[config.mk]
export PLATFORM = sky130hd
export DESIGN_NAME = usb_sie_tx_flat
export DESIGN_NICKNAME = d
export VERILOG_FILES = /design/src/rtl/usb_sie_tx_if.sv /design/src/rtl/usb_sie_tx.sv /design/src/flat_wrapper.sv
export SDC_FILE = /design/constraint.sdc
export NUM_CORES = 1
export LEC_CHECK = 0
export CAP_MARGIN = 20
export CORE_ASPECT_RATIO = 1.25
export CORE_MARGIN = 5
export CORE_UTILIZATION = 51
export CTS_BUF_LIST = sky130_fd_sc_hd__clkbuf_2 sky130_fd_sc_hd__clkbuf_4 sky130_fd_sc_hd__clkbuf_8
export DETAILED_ROUTE_END_ITERATION = 10
export PLACE_DENSITY = 0.75
export SETUP_SLACK_MARGIN = 0.15
export SYNTH_ARGS = -nofsm -noshare
export SYNTH_HDL_FRONTEND = slang
export SYNTH_SLANG_ARGS = --single-unit
[constraint.sdc]
create_clock -name clk -period 1.75 [get_ports clk]
set_input_delay 0.175 -clock clk [delete_from_list [all_inputs] [get_ports clk]]
set_output_delay 0.175 -clock clk [all_outputs]
set_load 0.02 [all_outputs]
[src/rtl/usb_sie_tx_if.sv]
// ---------------------------------------------------------------------------
// usb_sie_tx_if : byte-wide TX port between the SIE transmitter and the
//                 USB transceiver (data/valid/ready, valid-low = EOP).
// Rev 1.0
// ---------------------------------------------------------------------------
`default_nettype none

interface usb_sie_tx_if;
  logic [7:0] tx_data;
  logic       tx_valid;
  logic       tx_ready;

  // Packet source (SIE transmitter)
  modport master (output tx_data, output tx_valid, input tx_ready);
  // Packet sink (transceiver)
  modport slave  (input tx_data, input tx_valid, output tx_ready);
endinterface

`default_nettype wire

[src/rtl/usb_sie_tx.sv]
// ---------------------------------------------------------------------------
// usb_sie_tx : transmit half of the USB device SIE. Sends handshake packets
//              (PID only) and DATAx packets (PID, streamed payload, CRC16)
//              byte-wise into the transceiver TX port.
// Optional feature macro: USB_TX_IPG_EN (inter-packet gap of IPG_CYCLES).
// Rev 1.0
// ---------------------------------------------------------------------------
`default_nettype none

module usb_sie_tx #(
  parameter int MAX_LEN    = 64,
  parameter int IPG_CYCLES = 8
) (
  input  wire logic       clk,
  input  wire logic       reset,
  input  wire logic       pkt_start,
  input  wire logic [3:0] pkt_pid,
  input  wire logic       pkt_zlp,
  input  wire logic [7:0] pl_data,
  input  wire logic       pl_valid,
  input  wire logic       pl_last,
  output logic            pl_ready,
  usb_sie_tx_if.master    tx,
  output logic            busy,
  output logic            done,
  output logic            err
);

  localparam int CNT_W = $clog2(MAX_LEN + 1);

  // Elaboration-time sanity on the configuration.
  if (MAX_LEN < 1 || IPG_CYCLES < 1) begin : g_param_check
    $error("usb_sie_tx: MAX_LEN and IPG_CYCLES must be >= 1");
  end

  typedef enum logic [2:0] {
    S_IDLE   = 3'd0,
    S_PID    = 3'd1,
    S_DATA   = 3'd2,
    S_CRC_LO = 3'd3,
    S_CRC_HI = 3'd4,
    S_GAP    = 3'd5
  } state_t;

  state_t           state_q, state_d;
  logic [7:0]       data_q, data_d;
  logic             valid_q, valid_d;
  logic             done_q, done_d;
  logic             err_q, err_d;
  logic [15:0]      crc_q, crc_d;
  logic [CNT_W-1:0] cnt_q, cnt_d;
  logic             last_q, last_d;
  logic             zlp_q, zlp_d;
  logic             is_data_q, is_data_d;

  logic             accept;
  logic             fetch_pt;
  logic             do_fetch;
  logic             do_finish;
  logic             do_abort;
  state_t           post_state;

`ifdef USB_TX_IPG_EN
  localparam int GAP_W = (IPG_CYCLES > 1) ? $clog2(IPG_CYCLES) : 1;
  logic [GAP_W-1:0] gap_q, gap_d;
`endif

  // CRC-16/USB, reflected polynomial, one byte LSB first.
  function automatic logic [15:0] crc16_byte(input logic [15:0] c, input logic [7:0] d);
    logic [15:0] r;
    r = c;
    for (int i = 0; i < 8; i++) begin
      if (r[0] ^ d[i]) r = (r >> 1) ^ 16'hA001;
      else             r = r >> 1;
    end
    return r;
  endfunction

  // Byte handshake and payload fetch qualification.
  always_comb begin
    accept   = valid_q & tx.tx_ready;
    fetch_pt = ((state_q == S_PID) && is_data_q && !zlp_q) ||
               ((state_q == S_DATA) && !last_q && (cnt_q != CNT_W'(MAX_LEN)));
    pl_ready = accept & fetch_pt & pl_valid;
    busy     = (state_q != S_IDLE);
  end

  assign tx.tx_data  = data_q;
  assign tx.tx_valid = valid_q;
  assign done        = done_q;
  assign err         = err_q;

  // Next-state and next-output decode.
  always_comb begin
    state_d   = state_q;
    data_d    = data_q;
    valid_d   = valid_q;
    done_d    = 1'b0;
    err_d     = 1'b0;
    crc_d     = crc_q;
    cnt_d     = cnt_q;
    last_d    = last_q;
    zlp_d     = zlp_q;
    is_data_d = is_data_q;
    do_fetch  = 1'b0;
    do_finish = 1'b0;
    do_abort  = 1'b0;
`ifdef USB_TX_IPG_EN
    gap_d      = gap_q;
    post_state = S_GAP;
`else
    post_state = S_IDLE;
`endif

    case (state_q)
      S_IDLE: begin
        if (pkt_start) begin
          if (pkt_pid[1]) begin
            // 2'b11 data, 2'b10 handshake
            state_d   = S_PID;
            data_d    = {~pkt_pid, pkt_pid};
            valid_d   = 1'b1;
            is_data_d = pkt_pid[0];
            zlp_d     = pkt_pid[0] & pkt_zlp;
            crc_d     = 16'hFFFF;
            cnt_d     = '0;
            last_d    = 1'b0;
          end else begin
            err_d = 1'b1;
          end
        end
      end
      S_PID: begin
        if (accept) begin
          if (!is_data_q) begin
            do_finish = 1'b1;
          end else if (zlp_q) begin
            state_d = S_CRC_LO;
            data_d  = ~crc_q[7:0];
          end else begin
            do_fetch = 1'b1;
          end
        end
      end
      S_DATA: begin
        if (accept) begin
          if (last_q) begin
            state_d = S_CRC_LO;
            data_d  = ~crc_q[7:0];
          end else if (cnt_q == CNT_W'(MAX_LEN)) begin
            do_abort = 1'b1;
          end else begin
            do_fetch = 1'b1;
          end
        end
      end
      S_CRC_LO: begin
        if (accept) begin
          state_d = S_CRC_HI;
          data_d  = ~crc_q[15:8];
        end
      end
      S_CRC_HI: begin
        if (accept) do_finish = 1'b1;
      end
`ifdef USB_TX_IPG_EN
      S_GAP: begin
        if (gap_q == GAP_W'(IPG_CYCLES - 1)) begin
          state_d = S_IDLE;
          gap_d   = '0;
        end else begin
          gap_d = gap_q + 1'b1;
        end
      end
`endif
      default: state_d = S_IDLE;
    endcase

    if (do_fetch) begin
      if (pl_valid) begin
        state_d = S_DATA;
        data_d  = pl_data;
        crc_d   = crc16_byte(crc_q, pl_data);
        cnt_d   = cnt_q + 1'b1;
        last_d  = pl_last;
      end else begin
        do_abort = 1'b1;
      end
    end

    if (do_finish || do_abort) begin
      state_d = post_state;
      data_d  = 8'h00;
      valid_d = 1'b0;
      done_d  = do_finish;
      err_d   = do_abort;
      crc_d   = 16'hFFFF;
`ifdef USB_TX_IPG_EN
      gap_d   = '0;
`endif
    end
  end

  // State and output registers.
  always_ff @(posedge clk or negedge reset) begin
    if (!reset) begin
      state_q   <= S_IDLE;
      data_q    <= 8'h00;
      valid_q   <= 1'b0;
      done_q    <= 1'b0;
      err_q     <= 1'b0;
      crc_q     <= 16'hFFFF;
      cnt_q     <= '0;
      last_q    <= 1'b0;
      zlp_q     <= 1'b0;
      is_data_q <= 1'b0;
    end else begin
      state_q   <= state_d;
      data_q    <= data_d;
      valid_q   <= valid_d;
      done_q    <= done_d;
      err_q     <= err_d;
      crc_q     <= crc_d;
      cnt_q     <= cnt_d;
      last_q    <= last_d;
      zlp_q     <= zlp_d;
      is_data_q <= is_data_d;
    end
  end

`ifdef USB_TX_IPG_EN
  // Inter-packet gap counter.
  always_ff @(posedge clk or negedge reset) begin
    if (!reset) gap_q <= '0;
    else        gap_q <= gap_d;
  end
`endif

endmodule

`default_nettype wire

[src/flat_wrapper.sv]
// flat-port wrapper written by rule: the top's interface ports become plain ports
module usb_sie_tx_flat 
#(
  parameter int MAX_LEN    = 64,
  parameter int IPG_CYCLES = 8
)
  (clk, reset, pkt_start, pkt_pid, pkt_zlp, pl_data, pl_valid, pl_last, pl_ready, busy, done, err, tx_tx_data, tx_tx_valid, tx_tx_ready);
  usb_sie_tx_if tx_i ();
  input  wire logic clk;
  input  wire logic reset;
  input  wire logic pkt_start;
  input  wire logic [3:0] pkt_pid;
  input  wire logic pkt_zlp;
  input  wire logic [7:0] pl_data;
  input  wire logic pl_valid;
  input  wire logic pl_last;
  output logic pl_ready;
  output logic busy;
  output logic done;
  output logic err;
  output wire logic [$bits(tx_i.tx_data)-1:0] tx_tx_data;
  output wire logic [$bits(tx_i.tx_valid)-1:0] tx_tx_valid;
  input wire logic [$bits(tx_i.tx_ready)-1:0] tx_tx_ready;
  assign tx_tx_data = tx_i.tx_data;
  assign tx_tx_valid = tx_i.tx_valid;
  assign tx_i.tx_ready = tx_tx_ready;
  usb_sie_tx #(.MAX_LEN(MAX_LEN), .IPG_CYCLES(IPG_CYCLES)) u_core (.clk(clk), .reset(reset), .pkt_start(pkt_start), .pkt_pid(pkt_pid), .pkt_zlp(pkt_zlp), .pl_data(pl_data), .pl_valid(pl_valid), .pl_last(pl_last), .pl_ready(pl_ready), .tx(tx_i), .busy(busy), .done(done), .err(err));
endmodule
-- Word level (Yosys, flattened, before mapping)
Index checks and enable logic that the tools add are counted.
W data, S select, Z words.
- logic and storage cells: 143
- register bits after elaboration: 40
- bits in read-only memories: 0
- memories kept: 0
- RAM bits: 0
- bits in latches: 0
- output and inout port bits: 13
- input bits: 19
- bitwise operators: 23
- shift operators: 0
- $lt $le $gt $ge: 0
- $add $sub $neg: 1
- multiplexer cells: 88
- reductions and logical operators: 15
- divide/modulo/power cells: 0
- eq/ne operators: 6
- $mul: 0
- operators with widths (operator ; number):
    $mux W16 ; 28
    $mux W8 ; 11
    $mux W7 ; 5
    $mux W3 ; 11
    $pmux W8 S4 ; 1
    $mux W1 ; 29
    $not A2 Y3 ; 8
    $not A8 Y8 ; 2
    $pmux W3 S5 ; 1
    $xor A1 B1 Y1 ; 8
    $add A7 B1 Y7 const B ; 1
    $eq A7 B7 Y1 const B ; 1
    $ne A7 B7 Y1 const B ; 1
    $eq A3 B2 Y1 const B ; 2
    $reduce_and A3 Y1 ; 2
    $reduce_bool A2 Y1 ; 3
    $and A1 B1 Y1 ; 4
    $logic_and A1 B1 Y1 ; 4
    $not A4 Y4 ; 1
    $pmux W1 S2 ; 2
    $eq A3 B1 Y1 const B ; 1
    $eq A3 B3 Y1 const B ; 1
    $logic_not A3 Y1 ; 1
    $reduce_bool A3 Y1 ; 1
    other kinds (2) ; 4

-- Longest topological paths before layout
Gate-level depths: netlist of run 1.
- word-level depth: 35
- depth in mapped cells: 9

-- Worst setup path before layout of run 1
OpenSTA, ideal clock, no wires.
- path type: register to register
- from: register u_core.crc_q[1]
- to: register u_core.crc_q[0]
- setup time: 0.075 ns
- period minus slack after synthesis: 1.855 ns
- required time: 1.675 ns
- slack: -0.105 ns
- arrival time: 1.780 ns
- cell stages (with the launch flop): 6
- path buffers: 0
- cells stage by stage: dfstp_2 -> xor2_2 -> xnor2_1 -> xor3_2 -> xnor3_1 -> a2bb2oi_1
- longest elaborated chain between the ends: 33
- ends and longest elaborated chain (element ; RTL line ; source):
    start: declaration ; usb_sie_tx.sv:50 ; logic [15:0] crc_q, crc_d;
    start signal: assignment ; usb_sie_tx.sv:223 ; crc_q <= crc_d;
    $not A2 Y3 (no source line) ; - ;
    $mux W16 * ; usb_sie_tx.sv:73 ; if (r[0] ^ d[i]) r = (r >> 1) ^ 16'hA001;
    $mux W16 * ; usb_sie_tx.sv:180 ; if (pl_valid) begin
    $mux W16 * ; usb_sie_tx.sv:179 ; if (do_fetch) begin
    $xor A1 B1 Y1 * ; usb_sie_tx.sv:73 ;
    $mux W16 * ; usb_sie_tx.sv:73 ;
    $mux W16 * ; usb_sie_tx.sv:180 ;
    $mux W16 * ; usb_sie_tx.sv:179 ;
    [18 not listed] ; - ;
    $mux W16 * ; usb_sie_tx.sv:180 ;
    $mux W16 * ; usb_sie_tx.sv:179 ;
    $xor A1 B1 Y1 * ; usb_sie_tx.sv:73 ;
    $mux W16 * ; usb_sie_tx.sv:73 ;
    $mux W16 * ; usb_sie_tx.sv:180 ;
    $mux W16 * ; usb_sie_tx.sv:179 ;
    $mux W16 * ; usb_sie_tx.sv:191 ; if (do_finish || do_abort) begin
    net u_core.crc_d[0] ; usb_sie_tx.sv:50 ;
Mark *: on every way through the listed nets, which the timed path passes. The rest lies on a longest branch. The select of a mux whose other input is x is not followed.
A chain may end at the register's enable or synchronous reset.

-- Worst setup path in the final report of run 1
- from: register u_core.state_q[0]
- to: register u_core.data_q[6], in the netlist u_core.tx.tx_data[6]
- longest elaborated chain between the ends: 6
- ends and longest elaborated chain (element ; RTL line ; source):
    start: declaration ; usb_sie_tx.sv:45 ; state_t state_q, state_d;
    start signal: assignment ; usb_sie_tx.sv:218 ; state_q <= state_d;
    parallel branches: the longest is 5 deep, another holds $pmux W8 S4 ; - ;
    $mux W8 * ; usb_sie_tx.sv:191 ;
    net u_core.data_d[6] ; usb_sie_tx.sv:46 ; logic [7:0] data_q, data_d;
    end signal: assignment ; usb_sie_tx.sv:219 ; data_q <= data_d;
    end: declaration ; usb_sie_tx.sv:46 ;
Mark *: on every way through the listed nets, which the timed path passes.

==> impl_metrics.tcl, run 1 <==
set metrics [dict create \
    status "finished with violations" \
    violations "setup timing" \
    fmax_ghz 0.523 \
    core_um2 4460 \
    nNetsFinal 367 \
    nFillCells 315 \
    path_clk_slew_ps 80 \
    cp-start-kind "flip-flop" \
    yosys_most_used_dff "dfrtp_1" \
    first_global_vias 2483 \
    rr_worst_depth 5 \
    dieArea_um2 6150 \
    synth_seq_area_share_pct 42.8 \
    cts_max_level 2 \
    drtIter0Drc 194 \
    crit_path_max_incr_delay_ps 440 \
    syn_inst 251 \
    cts_buffers 5 \
    relSlewSlack_pct 77.3 \
    startpoint "u_core.state_q[0]" \
    worst_pin_slew_ps 341 \
    postSynthAreaPerCell_um2 9.50 \
    hold_viol 0 \
    synth_top_area_share_pct 25.2 \
    cp.required_ps 1920 \
    irDropWorstVdd_v 0.00103 \
    switching_share_pct 38.0 \
    io_pins 32 \
    die_w_um 71.1 \
    clock_sinks 40 \
    synth_cell_types 56 \
    maxCapViolations 0 \
    pwr-share-seq_pct 28.0 \
    yosys.area.top_type "dfrtp_1" \
    reg2reg_from "u_core.state_q[0]" \
    power_switching_uw 2120 \
    synthTopCellsByArea "dfrtp_1 25%, dfstp_2 18%, xnor2_1 5.5%, nor2_1 4.3%, nor3_1 4.2%" \
    fin_tns_setup_ps -2600 \
    ant_nets 0 \
    clk-insertion-delay-late_ps 300 \
    clock-root-buffer "clkbuf_8" \
    slew_violations 0 \
    wl_mm 7.34 \
    routed_via_density 5.77 \
    cpMaxStageDelayCell "a2111oi_2" \
    port_buffers 31 \
    multiInputGateArea_um2 1470 \
    syn_area_um2 2380 \
    synthArstFlopShare_pct 100 \
    dr.pass1.iters 4 \
    min_period_ps 1910 \
    critPathKind "flip-flop to flip-flop" \
    pre_cts_ws_ps -379 \
    clockBufferDepth 2 \
    crit_path_max_fanout 16 \
    fin_worst_skew_ps 7.27 \
    leakage_uw 0.00155 \
    antenna_cells 0 \
    wire_per_inst_um 18.1 \
    drc_errors 0 \
    r2r-end "u_core.tx.tx_data[6]" \
    power.share.clock_pct 13.9 \
    setup_slack_ps -161 \
    cp-end-kind "flip-flop" \
    vias 2338 \
    power_density_nw_per_um2 1560 \
    whs_ps 302 \
    grt_first_pass_wirelength_mm 11.9 \
    period_share_pct 109 \
    hpwl_mm 5.06 \
    rrSetupSlack_ps -160 \
    synth_seq_cells 40 \
    layout-drive-gt1-share_pct 40.6 \
    area_delta_synth_final_pct 50.6 \
    yosys-top-cells-count "27 x nor2_1, 24 x dfrtp_1, 20 x nor3_1, 19 x nand2_1, 18 x o21ai_0" \
    gp_congestion 0.883 \
    yosysMostFrequentCell "nor2_1" \
    synth_edf_count 0 \
    p_int_uw 3470 \
    antenna_found_initial 0 \
    cp_cell_sequence "buf_6 > or2_2 > a211o_2 > a2111oi_2 > nor3_1" \
    rsz0062_at_grt "yes" \
    worst_ep_arrival_time_ps 2080 \
    syn_nets 272 \
    num_rows 27 \
    start_util_pct 53.5 \
    grt_max_degree 23 \
    cts_tree "built" \
    comb_power_share_pct 58.2 \
    setup_violations 32 \
    grt_usage_pct 24.7 \
    ys_warn_count 0 \
    die_h_um 86.4 \
    min_path_type "input port to asynchronous set/reset pin" \
    register_area_um2 1020 \
    overflow 0 \
]
how the worst max path moves through the flow:
stage,to,slack (ps),cells after the start
final,u_core.tx.tx_data[6],-160,5
after global routing,u_core.tx.tx_data[6],-230,8
after CTS,u_core.tx.tx_data[7],-170,7
after detailed placement,u_core.tx.tx_data[6],-380,6
after global placement,u_core.tx.tx_data[6],-270,6
after floorplan,u_core.tx.tx_data[7],-3,7
worst max-delay path: cells and delay by family (launching register included):
kind / cells / cell delay [ps]
AOI/OAI and AO/OA: 2 / 820
buffers and inverters: 1 / 170
DFF: 1 / 400
and+or+nand+nor: 2 / 390
per-stage QoR:
stage	instances	total power (uW)	util [%]	area, um2
after CTS	403	5350	77.8	3470
after global placement	394	4380	73.5	3280
after detailed placement	394	4460	73.5	3280
final	405	5590	80.5	3590
after floorplan	251	3110	-	2440
after global routing	405	5890	80.5	3590
area by class of cell:
type / count / area share (%)
tap: 58 / 2.02
clock buffer: 6 / 2.13
multi-input combinational: 192 / 40.9
timing repair buffer: 103 / 25.1
clock inverter: 2 / 0.976
sequential: 40 / 28.5
inverter: 4 / 0.418
timing repair:
| item | in CTS | in global routing |
|---|---|---|
| hold buffers | 1 | 0 |
| buffers inserted | 0 | 2 |
| cloned | 0 | 0 |
| gates resized for setup | 22 | 33 |
| setup endpoints to repair | 39 | 40 |
| pin swaps | 1 | 2 |
| endpoints found under the hold margin | 2 | 0 |
power groups by stage:
stage / logic, uW / registers, uW / clock network (uW)
4_1_cts: 3030 / 1530 / 786
5_1_grt: 3480 / 1590 / 824
3_5_place_dp: 2930 / 1530 / 0
6_report: 3250 / 1560 / 777
3_3_place_gp: 2860 / 1520 / 0
2_1_floorplan: 1500 / 1610 / 0
registers in the layout, summed over array words and instances (netlist names), 3 cells and up:
name	cells
u_core.cnt_q	7
u_core.state_q	3
u_core.tx.tx_data	8
u_core.crc_q	16
per-layer routing:
metal / GRT usage [%] / routed length [um] / vias up
li1: - / - / 1094
met1: 28.8 / 2850 / 1145
met2: 45.3 / 3950 / 86
met3: 3.83 / 398 / 13
met4: 8.72 / 135 / 0
met5: 0 / 0 / -
logic make-up (layout without fill, tap and decap cells):
logic type	after synthesis	after routing	share of synthesized area, %
xor+xnor	21	21	9.29
flops	40	40	42.8
fa+ha+maj	2	2	1.05
mux	7	7	2.99
simple gates	101	101	21.7
compound gates	61	61	18.3
buf+inv	19	115	3.83
placed cells by master (no fill, tap or decap), drive strengths merged, types with 4 or more instances in the layout:
cell	instances
buf	73
clkdlybuf4s50	28
nor2	27
dfrtp	24
nor3	20
nand2	19
o21ai	18
dfstp	16
xnor2	15
mux2i	6
nor3b	6
clkbuf	6
a21oi	6
a21o	5
and2	4
inv	4
nor2b	4
a211oi	4
xor2	4
No activity file was read; power rests on OpenSTA's default activity.
==> inputs of run 2 (changes only) <==
CORE_MARGIN = unset   (was 5)
==> run 2 against run 1 <==
The flow still finishes with violations (setup timing). Final cell count increased by 2.5%. Critical path depth increased by 4. Worst hold slack improved by 150 ps. Sequential power about the same. Clock power increased by 6.6%. Sequential share of layout area decreased by 2.3 points. Combinational power increased by 19%. Sequential cell count unchanged. Total power increased by 12%.
==> impl_metrics.tcl, run 2 (synthesized netlist as in run 1, its figures left out) <==
set metrics [dict create \
    clk-insertion-delay-late_ps 300 \
    start_util_pct 53.5 \
    power.share.clock_pct 13.2 \
    ant_nets 0 \
    drtIter0Drc 242 \
    power_density_nw_per_um2 1610 \
    cp-end-kind "flip-flop" \
    num_rows 27 \
    status "finished with violations" \
    finalNonFillerCells 415 \
    fmax_ghz 0.508 \
    comb_power_share_pct 61.6 \
    cp.required_ps 1950 \
    cp-start-kind "flip-flop" \
    cts_buffers 5 \
    hpwl_mm 4.92 \
    min_period_ps 1970 \
    dr.pass1.iters 5 \
    crit_path_max_fanout 6 \
    worst_ep_arrival_time_ps 2170 \
    worst_pin_slew_ps 540 \
    p_int_uw 3770 \
    cts_tree "built" \
    setup_slack_ps -218 \
    grt_first_pass_wirelength_mm 12.7 \
    io_pins 32 \
    nNetsFinal 377 \
    clockBufferDepth 2 \
    clock_sinks 40 \
    reg2reg_from "u_core.cnt_q[0]" \
    die_h_um 78.4 \
    maxCapViolations 0 \
    routed_via_density 6.37 \
    final_common_cell "buf_4" \
    dp_cells 393 \
    power_switching_uw 2500 \
    relSlewSlack_pct 64.0 \
    leakage_uw 0.00167 \
    vias 2643 \
    grt_usage_pct 34.0 \
    clock-root-buffer "clkbuf_8" \
    hold_viol 0 \
    fin_total_pwr_uw 6270 \
    layout_common_cells "60 x buf_4, 27 x clkdlybuf4s50_1, 24 x nor2_1, 23 x dfrtp_1" \
    wire_per_inst_um 21.7 \
    dieArea_um2 4950 \
    wl_mm 9.00 \
    pwr-share-seq_pct 25.2 \
    setup_violations 33 \
    port_buffers 31 \
    min_path_type "input port to asynchronous set/reset pin" \
    largest_reg_flops 16 \
    antenna_cells 0 \
    path_clk_slew_ps 90 \
    antenna_found_initial 0 \
    drc_errors 0 \
    critPathKind "flip-flop to flip-flop" \
    core_um2 4460 \
    die_w_um 63.1 \
    irDropWorstVdd_v 0.000845 \
    switching_share_pct 39.9 \
    rsz0062_at_grt "yes" \
    r2r-end "u_core.tx.tx_data[1]" \
    layout-drive-gt1-share_pct 48.2 \
    gp_congestion 0.896 \
    violations "setup timing" \
    area_delta_synth_final_pct 63.8 \
    fin_worst_skew_ps 9.32 \
    overflow 0 \
    grt_max_degree 41 \
    cts_max_level 2 \
    rrSetupSlack_ps -220 \
    period_share_pct 112 \
    top_register "u_core.crc_q" \
    slew_violations 0 \
    rr_worst_depth 9 \
    first_global_vias 2556 \
]
==> run 2: repair_timing <==
item,CTS,global route
buffers inserted,1,9
hold buffers,1,0
gates resized for setup,60,44
setup endpoints to repair,38,39
gates cloned,2,1
pin swaps,8,13
hold endpoints to repair,24,0
==> run 2: worst max path at each step <==
stage | endpoint | cells after the start | from
after detailed placement | u_core.tx.tx_data[3] | 8 | u_core.cnt_q[3]
after global placement | u_core.tx.tx_data[6] | 6 | tx_tx_ready
after CTS | u_core.cnt_q[2] | 7 | u_core.cnt_q[4]
final | u_core.tx.tx_data[1] | 9 | u_core.cnt_q[0]
after global routing | u_core.tx.tx_data[4] | 8 | u_core.cnt_q[3]
after floorplan | u_core.tx.tx_data[7] | 7 | u_core.state_q[2]
==> run 2: metal layers <==
metal	GRT usage, %	wire [um]	vias to the layer above
met5	0	0	-
met4	17.2	557	0
met3	6.40	639	53
met2	58.8	4600	183
met1	39.8	3200	1291
li1	-	-	1116
==> run 2: area by class of cell <==
class                           instances  area (um2)
Inverter                                4        15.0
Multi-Input combinational cell        192        1600
Clock buffer                            6        82.6
Fill cell                             210         556
Tap cell                               58        72.6
Timing Repair Buffer                  113        1070
Sequential cell                        40        1020
Clock inverter                          2        33.8
==> run 2: power groups by stage <==
stage | registers, uW | clock network (uW) | logic (uW)
finish | 1580 | 828 | 3860
global route | 1590 | 856 | 4050
CTS | 1530 | 813 | 3330
detailed placement | 1520 | 0 | 2990
global placement | 1520 | 0 | 2900
floorplan | 1610 | 0 | 1500
==> run 2: stage by stage <==
stage / worst slack [ps] / area (um2) / utilization, % / TNS (ps) / hold slack [ps]
6_report: -218 / 3900 / 87.5 / -5200 / 449
5_1_grt: -278 / 3900 / 87.5 / -7820 / 460
3_3_place_gp: -293 / 3280 / 73.7 / -6590 / 270
2_1_floorplan: -2.80 / 2440 / - / -10.0 / -121
4_1_cts: -205 / 3660 / 82.0 / -3730 / 442
3_5_place_dp: -407 / 3280 / 73.7 / -9090 / 274
==> run 2: worst max-delay path: stages, from the launching register on <==
cell and delay (ps):
dfrtp_1 370, inv_2 60, ha_4 140, and2_4 160, a211oi_2 270, o211ai_2 190
buf_6 190, buf_6 120, buf_8 130, o221a_4 250
==> inputs of run 3 (changes only) <==
ABC_CLOCK_PERIOD_IN_PS = 1750   (was unset)
SKIP_LAST_GASP = 1   (was unset)
==> run 3 against run 2 <==
The flow still finishes with violations (setup timing). Via count fell by 4.0%. Count of clock-buffer cells in the layout did not move. Clock power fell by 0.5%. Fmax fell by 0.92%. Combinational power shrank 7.0%. First-iteration DRC count down 3.3%.
==> impl_metrics.tcl, run 3 (synthesized netlist as in run 1, its figures left out) <==
set metrics [dict create \
    status "finished with violations" \
    violations "setup timing" \
    clock-root-buffer "clkbuf_8" \
    crit_path_max_fanout 7 \
    utilization_pct 85.0 \
    start_util_pct 53.5 \
    grt_usage_pct 32.4 \
    min_path_type "input port to flip-flop" \
    worst_ep_arrival_time_ps 2210 \
    setup_slack_ps -237 \
    routed_via_density 6.20 \
    leakage_uw 0.00163 \
    nNetsFinal 371 \
    cp-end-kind "flip-flop" \
    reg2reg_from "u_core.cnt_q[4]" \
    die_w_um 63.1 \
    core_um2 4460 \
    setup_violations 34 \
    fin_worst_skew_ps 5.16 \
    top_register "u_core.crc_q" \
    finalNonFillerCells 409 \
    relSlewSlack_pct 64.6 \
    cts_max_level 2 \
    drc_errors 0 \
    final_common_cell "buf_4" \
    path_clk_slew_ps 80 \
    maxCapViolations 0 \
    cp.required_ps 1970 \
    port_buffers 31 \
    dr.pass1.iters 5 \
    period_share_pct 114 \
    cts_buffers 5 \
    vias 2536 \
    power_density_nw_per_um2 1580 \
    hpwl_mm 4.92 \
    fin_tns_setup_ps -5810 \
    startpoint "u_core.cnt_q[4]" \
    layout-drive-gt1-share_pct 43.6 \
    die_h_um 78.4 \
    min_from "pl_last" \
    antenna_cells 0 \
    whs_ps 442 \
    dp_cells 393 \
    first_global_vias 2507 \
    hold_viol 0 \
    largest_reg_flops 16 \
    num_rows 27 \
    slew_violations 0 \
    grt_max_degree 41 \
    wire_per_inst_um 20.2 \
    fmax_ghz 0.503 \
    clock_sinks 40 \
    overflow 0 \
    gp_congestion 0.896 \
    grt_first_pass_wirelength_mm 12.2 \
    irDropWorstVdd_v 0.000801 \
    pre_cts_ws_ps -407 \
    wl_mm 8.26 \
    cp-start-kind "flip-flop" \
    min_period_ps 1990 \
    clockBufferDepth 2 \
    antenna_found_initial 0 \
    cts_tree "built" \
    rsz0062_at_grt "yes" \
    critPathKind "flip-flop to flip-flop" \
    drtIter0Drc 234 \
    worst_pin_slew_ps 530 \
    ant_nets 0 \
    clk-insertion-delay-late_ps 300 \
    dieArea_um2 4950 \
    area_delta_synth_final_pct 59.0 \
    layout_common_cells "61 x buf_4, 27 x clkdlybuf4s50_1, 26 x nor2_1, 23 x dfrtp_1, 19 x nand2_1" \
    io_pins 32 \
]
[run 3: cell types whose count changed in the layout (fill, tap and decap cells not counted), moves of 3 or more]
cell     previous run  this run
nor3_1              6         9
nand2_2             3         0
o21ai_1            14         9
o21ai_0             4         9
buf_6              14         6
nand2_1            16        19
[run 3: layer usage]
metal	vias to the layer above	share of wire, %	global-route usage [%]
li1	1107	-	-
met1	1251	38	39.9
met2	150	51	55.1
met3	28	7.3	5.38
met4	0	3.1	14.7
met5	-	0	0
[run 3: layout make-up]
class                      count  area [um2]
multi-input combinational    192        1530
timing repair buffer         107        1040
sequential                    40        1020
fill                         244         669
clock buffer                   6        82.6
tap                           58        72.6
clock inverter                 2        33.8
inverter                       4        15.0
[run 3: final timing paths]
check / cells past startpoint / slack, ps / to
worst min-delay path: 3 / 440 / u_core.last_q
worst max-delay path: 7 / -240 / u_core.cnt_q[2]
max in group asynchronous: 3 / 920 / u_core.tx.tx_valid
worst max register to register: 7 / -240 / u_core.cnt_q[2]
min in group asynchronous: 3 / 450 / u_core.tx.tx_data[1]
worst min register to register: 1 / 540 / u_core.crc_q[15]
[run 3: what timing repair did]
action,4_1_cts,5_1_grt
pin swaps,7,10
setup buffers,1,1
gates cloned,2,3
resized for setup,38,31
setup endpoints to repair,38,38
endpoints found under the hold margin,24,0
hold buffers,1,0
[run 3: through the flow]
stage          power, uW  cell area (um2)
4_1_cts             5570             3590
5_1_grt             6240             3790
2_1_floorplan       3110             2440
3_3_place_gp        4410             3280
6_report            5980             3790
3_5_place_dp        4510             3280
[run 3: power breakdown]
part	switching, uW	internal (uW)
sequential	272	1300
combinational	1670	1930
clock	364	460
[run 3: critical path, stage by stage, from the launching register on]
cell	delay, ps
dfrtp_1	420
nor4_4	320
buf_4	170
a211oi_2	70
o211ai_2	240
buf_4	200
mux2_2	340
mux2i_1	140
